<file path="config.mk">
export PLATFORM = sky130hd
export DESIGN_NAME = word_reader_ctrl
export DESIGN_NICKNAME = d
export VERILOG_FILES = /design/src/rtl/word_reader_ctrl.sv
export SDC_FILE = /design/constraint.sdc
export NUM_CORES = 1
export LEC_CHECK = 0
export BUFFER_PORTS_ARGS = -buffer_cell sky130_fd_sc_hd__buf_2
export CORE_AREA = 2 2 73 68
export CTS_BUF_LIST = sky130_fd_sc_hd__clkbuf_8
export DETAILED_ROUTE_END_ITERATION = 10
export DIE_AREA = 0 0 75 70
export GPL_TIMING_DRIVEN = 0
export PLACE_DENSITY = 0.72
export SKIP_CTS_REPAIR_TIMING = 1
export SYNTH_ARGS = -nofsm -noshare
export SYNTH_HDL_FRONTEND = slang
export SYNTH_SLANG_ARGS = --single-unit
</file>
<file path="constraint.sdc">
create_clock -name clk -period 1.7 [get_ports clk]
set_clock_uncertainty 0.15 [all_clocks]
set_input_delay 0.255 -clock clk [delete_from_list [all_inputs] [get_ports clk]]
set_output_delay 0.255 -clock clk [all_outputs]
set_load 0.02 [all_outputs]
</file>
<file path="src/rtl/word_reader_ctrl.sv">
// word_reader_ctrl: sequencing controller for the column-based letter readers.
// It frames letters into words from the 3-bit column stream and the readers'
// hit outputs, buffers the letter codes, and reports a completed word or an error.
// Optional build macro WORD_READER_TIMEOUT_EN: abort a letter that runs to
// MAX_COLS non-blank columns without a hit. Without it, the column count saturates.
module word_reader_ctrl #(
  parameter int NUM_LETTERS = 4,
  parameter int CODE_W      = 2,
  parameter int MAX_LETTERS = 4,
  parameter int LEN_W       = 3,
  parameter int MAX_COLS    = 6
) (
  input  logic                            clk,
  input  logic                            reset_n,
  input  logic                            enable,
  input  logic [2:0]                      bits,
  input  logic [NUM_LETTERS-1:0]          letter_hit,
  output logic                            reader_restart,
  output logic                            busy,
  output logic                            word_valid,
  output logic [LEN_W-1:0]                word_len,
  output logic [MAX_LETTERS*CODE_W-1:0]   word_codes,
  output logic                            word_error
);

  localparam int COL_W = $clog2(MAX_COLS + 1);

  localparam logic [2:0] S_IDLE   = 3'd0;
  localparam logic [2:0] S_LETTER = 3'd1;
  localparam logic [2:0] S_GAP    = 3'd2;
  localparam logic [2:0] S_WEC    = 3'd3;
  localparam logic [2:0] S_ERROR  = 3'd4;

  logic [2:0]                    state, state_nxt;
  logic [LEN_W-1:0]              acc_len, acc_len_nxt;
  logic [MAX_LETTERS*CODE_W-1:0] acc_codes, acc_codes_nxt;
  logic [COL_W-1:0]              col_cnt, col_cnt_nxt;
  logic                          load_word;
  logic                          take_hit;
  logic                          hit_any;
  logic [CODE_W-1:0]             hit_code;

  // Lowest-index reader wins when several report a hit on the same column.
  function automatic logic [CODE_W-1:0] lowest_hit(input logic [NUM_LETTERS-1:0] hit);
    lowest_hit = '0;
    for (int i = NUM_LETTERS - 1; i >= 0; i--) begin
      if (hit[i]) lowest_hit = CODE_W'(i);
    end
  endfunction

  assign hit_any  = |letter_hit;
  assign hit_code = lowest_hit(letter_hit);

  // Next-state and accumulator update; only enabled edges advance, except ERROR.
  always_comb begin
    state_nxt     = state;
    acc_len_nxt   = acc_len;
    acc_codes_nxt = acc_codes;
    col_cnt_nxt   = col_cnt;
    load_word     = 1'b0;
    take_hit      = 1'b0;
    case (state)
      S_IDLE: begin
        if (enable && bits == 3'b000) begin
          state_nxt   = S_LETTER;
          col_cnt_nxt = '0;
        end
      end
      S_LETTER: begin
        if (enable) begin
          if (hit_any) begin
            take_hit = 1'b1;
          end else if (bits != 3'b000) begin
`ifdef WORD_READER_TIMEOUT_EN
            if (col_cnt == COL_W'(MAX_COLS - 1)) state_nxt = S_ERROR;
            else                                  col_cnt_nxt = col_cnt + COL_W'(1);
`else
            if (col_cnt != COL_W'(MAX_COLS)) col_cnt_nxt = col_cnt + COL_W'(1);
`endif
          end else if (col_cnt != '0) begin
            // Blank after letter columns with no reader match: unknown letter.
            state_nxt = S_ERROR;
          end
        end
      end
      S_GAP: begin
        if (enable) state_nxt = (bits == 3'b000) ? S_WEC : S_ERROR;
      end
      S_WEC: begin
        if (enable) begin
          if (bits == 3'b000) begin
            load_word     = 1'b1;
            state_nxt     = S_IDLE;
            acc_len_nxt   = '0;
            acc_codes_nxt = '0;
            col_cnt_nxt   = '0;
          end else if (hit_any) begin
            take_hit = 1'b1;
          end else begin
            // This column is already the first one of the next letter.
            state_nxt   = S_LETTER;
            col_cnt_nxt = COL_W'(1);
          end
        end
      end
      S_ERROR: begin
        state_nxt     = S_IDLE;
        acc_len_nxt   = '0;
        acc_codes_nxt = '0;
        col_cnt_nxt   = '0;
      end
      default: begin
        state_nxt = S_IDLE;
      end
    endcase
    if (take_hit) begin
      if (acc_len == LEN_W'(MAX_LETTERS)) begin
        state_nxt = S_ERROR;
      end else begin
        for (int k = 0; k < MAX_LETTERS; k++) begin
          if (acc_len == LEN_W'(k)) acc_codes_nxt[k*CODE_W +: CODE_W] = hit_code;
        end
        acc_len_nxt = acc_len + LEN_W'(1);
        col_cnt_nxt = '0;
        state_nxt   = S_GAP;
      end
    end
  end

  // State, accumulator and registered outputs.
  always_ff @(posedge clk or negedge reset_n) begin
    if (!reset_n) begin
      state          <= S_IDLE;
      acc_len        <= '0;
      acc_codes      <= '0;
      col_cnt        <= '0;
      reader_restart <= 1'b1;
      busy           <= 1'b0;
      word_valid     <= 1'b0;
      word_error     <= 1'b0;
      word_len       <= '0;
      word_codes     <= '0;
    end else begin
      state          <= state_nxt;
      acc_len        <= acc_len_nxt;
      acc_codes      <= acc_codes_nxt;
      col_cnt        <= col_cnt_nxt;
      reader_restart <= (state_nxt == S_IDLE) || (state_nxt == S_GAP) || (state_nxt == S_ERROR);
      busy           <= (state_nxt != S_IDLE);
      word_valid     <= load_word;
      word_error     <= (state_nxt == S_ERROR);
      if (load_word) begin
        word_len   <= acc_len;
        word_codes <= acc_codes;
      end
    end
  end

endmodule
</file>
==> impl_metrics.sql <==
INSERT INTO impl_metrics (metric_group, metric, value, unit) VALUES
('outcome', 'run_status', 'complete, but fails checks', ''),
('outcome', 'violations', 'negative setup slack', ''),
('sta', 'timing.final.hold_violations', '0', ''),
('setup_path', 'worst_path_arrival_time', '1820', 'ps'),
('logic_synthesis', 'synth_edf_count', '0', ''),
('place', 'detailedPlacementHpwl', '2220', 'µm'),
('clocking', 'cts_buffer_depth', '2', ''),
('setup_path', 'timing.critical_path.fanout_max', '4', ''),
('logic_synthesis', 'synthDistinctLibCells', '45', ''),
('sta', 'maxSlewViolCount', '0', ''),
('power', 'cellInternalPower', '1.77', 'mW'),
('logic_synthesis', 'post_synth_main_area_contributors', 'sky130_fd_sc_hd__dfrtp_1, sky130_fd_sc_hd__mux2_2, sky130_fd_sc_hd__ha_1', ''),
('setup_path', 'critical_path.startpoint_type', 'flip-flop', ''),
('power', 'ir_drop', '0.000406', 'V'),
('routing', 'routed_length_per_placed_instance', '13.3', 'µm'),
('power', 'power_leakage', '1.08', 'nW'),
('routing', 'initialDrtViolationCount', '126', ''),
('sta', 'tightestPinTransition', '703', 'ps'),
('power', 'sw_frac_of_total', '33.5', '%'),
('setup_path', 'worstSetupEndpointType', 'flip-flop', ''),
('sta', 'timing.final.ws_setup', '-71.0', 'ps'),
('clocking', 'tritoncts_clock_tree', 'done', ''),
('routing', 'detail_route.first_pass.iterations', '4', ''),
('sta', 'min_period', '1770', 'ps'),
('die', 'floorplan.initialDensity', '37.7', '%'),
('logic_synthesis', 'yosysWarnings', '0', ''),
('clocking', 'h-tree-depth', '2', ''),
('die', 'die-height', '70', 'µm'),
('sta', 'grt_setup_unrepaired', 'true', ''),
('sta', 'timing.final.crit_share', '104', '%'),
('die', 'floorplan.die.width', '75', 'µm'),
('final_layout', 'antenna_cells_inserted', '0', ''),
('logic_synthesis', 'postSynthCellCount', '151', ''),
('setup_path', 'worst-setup-path-type', 'reg -> reg', ''),
('grt', 'global_route_wire_length_before_repair', '5450', 'µm'),
('clocking', 'clk_transition_reported_paths', '70', 'ps'),
('setup_path', 'worst_ep_required_time', '1750', 'ps'),
('power', 'power.switching', '0.894', 'mW'),
('grt', 'grt_overflow', '0', ''),
('logic_synthesis', 'async_sr_flop_fraction', '100', '%'),
('grt', 'grt_antenna_before_repair', '0', ''),
('logic_synthesis', 'synth_top_cell_area_share', '44.7', '%'),
('clocking', 'root_buffer', 'sky130_fd_sc_hd__clkbuf_8', ''),
('power', 'power.density', '1220', 'mW/mm²'),
('sta', 'finalHoldWorstSlack', '200', 'ps'),
('power', 'p_clk_share', '26.4', '%'),
('logic_synthesis', 'synth.ff_latch_count', '32', ''),
('die', 'core_area', '0.00459', 'mm²'),
('logic_synthesis', 'synth_area_leader_cell', 'sky130_fd_sc_hd__dfrtp_1', ''),
('clocking', 'cts.sinks', '32', ''),
('final_layout', 'area_growth_syn_to_layout', '26.0', '%'),
('routing', 'routed_wl', '3420', 'µm'),
('grt', 'global_route.usage.total', '13.4', '%'),
('final_layout', 'finalNetCount', '209', ''),
('final_layout', 'final_design_area_no_fill', '0.00218', 'mm²'),
('grt', 'grt_start_max_net_pins', '33', ''),
('logic_synthesis', 'syn_area_per_cell', '11.5', 'µm²'),
('sta', 'max_slew_margin', '53.1', '%'),
('routing', 'drtAntennaViolNets', '0', ''),
('die', 'top_level_ports', '25', ''),
('logic_synthesis', 'yosysSeqAreaShare', '46.2', '%'),
('logic_synthesis', 'syn_nets', '169', ''),
('clocking', 'insertion_delay', '280', 'ps'),
('routing', 'drt-vias-per-instance', '5.01', ''),
('sta', 'final_setup_violation_count', '10', ''),
('logic_synthesis', 'ys.flop_type', 'sky130_fd_sc_hd__dfrtp_1', ''),
('clocking', 'numCtsBuffers', '5', ''),
('final_layout', 'layout-drive-gt1-share', '43.2', '%'),
('grt', 'via_count_of_the_first_global_routing_pass', '1121', ''),
('sta', 'achievable-frequency', '565', 'MHz'),
('setup_path', 'worst_path_max_delay_cell', 'sky130_fd_sc_hd__dfrtp_2', '');
-- flip-flops by register name, indices dropped and copies added, names as in the netlist, 3 cells and up --
name	cells
acc_codes	8
word_codes	8
acc_len	3
col_cnt	3
state	3
word_len	3
-- power groups by stage --
stage	Sequential, mW	Combinational [mW]	Clock [mW]
2_1_floorplan	1.06	0.498	0
6_report	1.02	0.936	0.705
3_3_place_gp	1.03	0.702	0
3_5_place_dp	1.03	0.712	0
4_1_cts	1.02	0.717	0.718
5_1_grt	1.04	1.03	0.753
-- synth_stat cells, types with 2 or more instances --
cell type,instances
sky130_fd_sc_hd__and2_1,2
sky130_fd_sc_hd__mux2_2,11
sky130_fd_sc_hd__nor2_1,3
sky130_fd_sc_hd__ha_1,8
sky130_fd_sc_hd__buf_6,4
sky130_fd_sc_hd__o21ai_0,7
sky130_fd_sc_hd__a311oi_1,2
sky130_fd_sc_hd__a21oi_1,3
sky130_fd_sc_hd__buf_4,2
sky130_fd_sc_hd__and3_1,3
sky130_fd_sc_hd__a211oi_1,4
sky130_fd_sc_hd__o21bai_1,2
sky130_fd_sc_hd__nand2_1,23
sky130_fd_sc_hd__mux2i_1,10
sky130_fd_sc_hd__dfrtp_1,31
sky130_fd_sc_hd__inv_1,7
-- cell usage in the layout (no fill, tap or decap), types with 3 or more instances in the layout --
cell type,instances
sky130_fd_sc_hd__ha_1,7
sky130_fd_sc_hd__o21ai_0,6
sky130_fd_sc_hd__a21oi_1,3
sky130_fd_sc_hd__buf_6,3
sky130_fd_sc_hd__mux2_2,11
sky130_fd_sc_hd__nand2_1,21
sky130_fd_sc_hd__buf_2,24
sky130_fd_sc_hd__mux2i_1,9
sky130_fd_sc_hd__a211oi_1,4
sky130_fd_sc_hd__clkbuf_8,5
sky130_fd_sc_hd__dfrtp_1,29
sky130_fd_sc_hd__nor2_1,3
sky130_fd_sc_hd__buf_4,12
sky130_fd_sc_hd__inv_1,6
-- metal layers --
| metal | global-route usage [%] | part of all wire, % | vias to the layer above |
|---|---|---|---|
| met5 | 0 | 0 | - |
| met4 | 4.17 | 1.7 | 0 |
| met3 | 4.18 | 4.0 | 7 |
| met2 | 19.1 | 51 | 25 |
| met1 | 19.5 | 44 | 627 |
| li1 | - | - | 628 |
-- worst max-delay path, delay by kind of cell (launching register included) --
kind | cells | cell delay (ps)
buffers and inverters | 2 | 250
AO/OA/AOI/OAI | 1 | 400
flip-flops | 1 | 420
multiplexers | 1 | 190
adder cells (fa/ha/maj) | 1 | 150
AND/OR/NAND/NOR | 1 | 130
-- path summary, 6_finish.rpt --
path / from / to / slack [ps] / cells after the start
max: acc_len[0] / acc_len[2] / -70 / 6
min: bits[1] / busy / 200 / 3
max in group asynchronous: reset_n / acc_len[0] / 510 / 2
min in group asynchronous: reset_n / word_codes[4] / 410 / 2
min reg2reg: word_codes[1] / word_codes[1] / 350 / 1
max reg2reg: acc_len[0] / acc_len[2] / -70 / 6
-- stage by stage --
stage / instances / power [mW] / util, % / setup WS, ps / TNS, ps
finish: 257 / 2.67 / 47.5 / -71.0 / -349
floorplan: 151 / 1.55 / - / 29.7 / 0
CTS: 248 / 2.45 / 44.5 / -166 / -1330
global placement: 240 / 1.73 / 42.1 / -203 / -2510
detailed placement: 240 / 1.75 / 42.1 / -222 / -3330
global route: 257 / 2.83 / 47.5 / -151 / -1720
-- kinds of logic (layout without fill, tap and decap cells) --
group	after synthesis	count (layout)	synth area share [%]
AO/OA/AOI/OAI	29	29	13.2
adder cells (fa/ha/maj)	8	8	5.77
buffers and inverters	15	56	5.70
flip-flops	32	32	46.2
multiplexers	21	21	12.9
AND/OR/NAND/NOR	46	46	16.2
-- cell type report --
type / count / area, µm²
Fill cell: 409 / 2410
Sequential cell: 32 / 805
Buffer: 7 / 63.8
Inverter: 7 / 28.8
Timing Repair Buffer: 34 / 198
Clock buffer: 5 / 68.8
Clock inverter: 3 / 38.8
Multi-Input combinational cell: 104 / 901
Tap cell: 65 / 81.3
(Power assumes the default switching activity.)
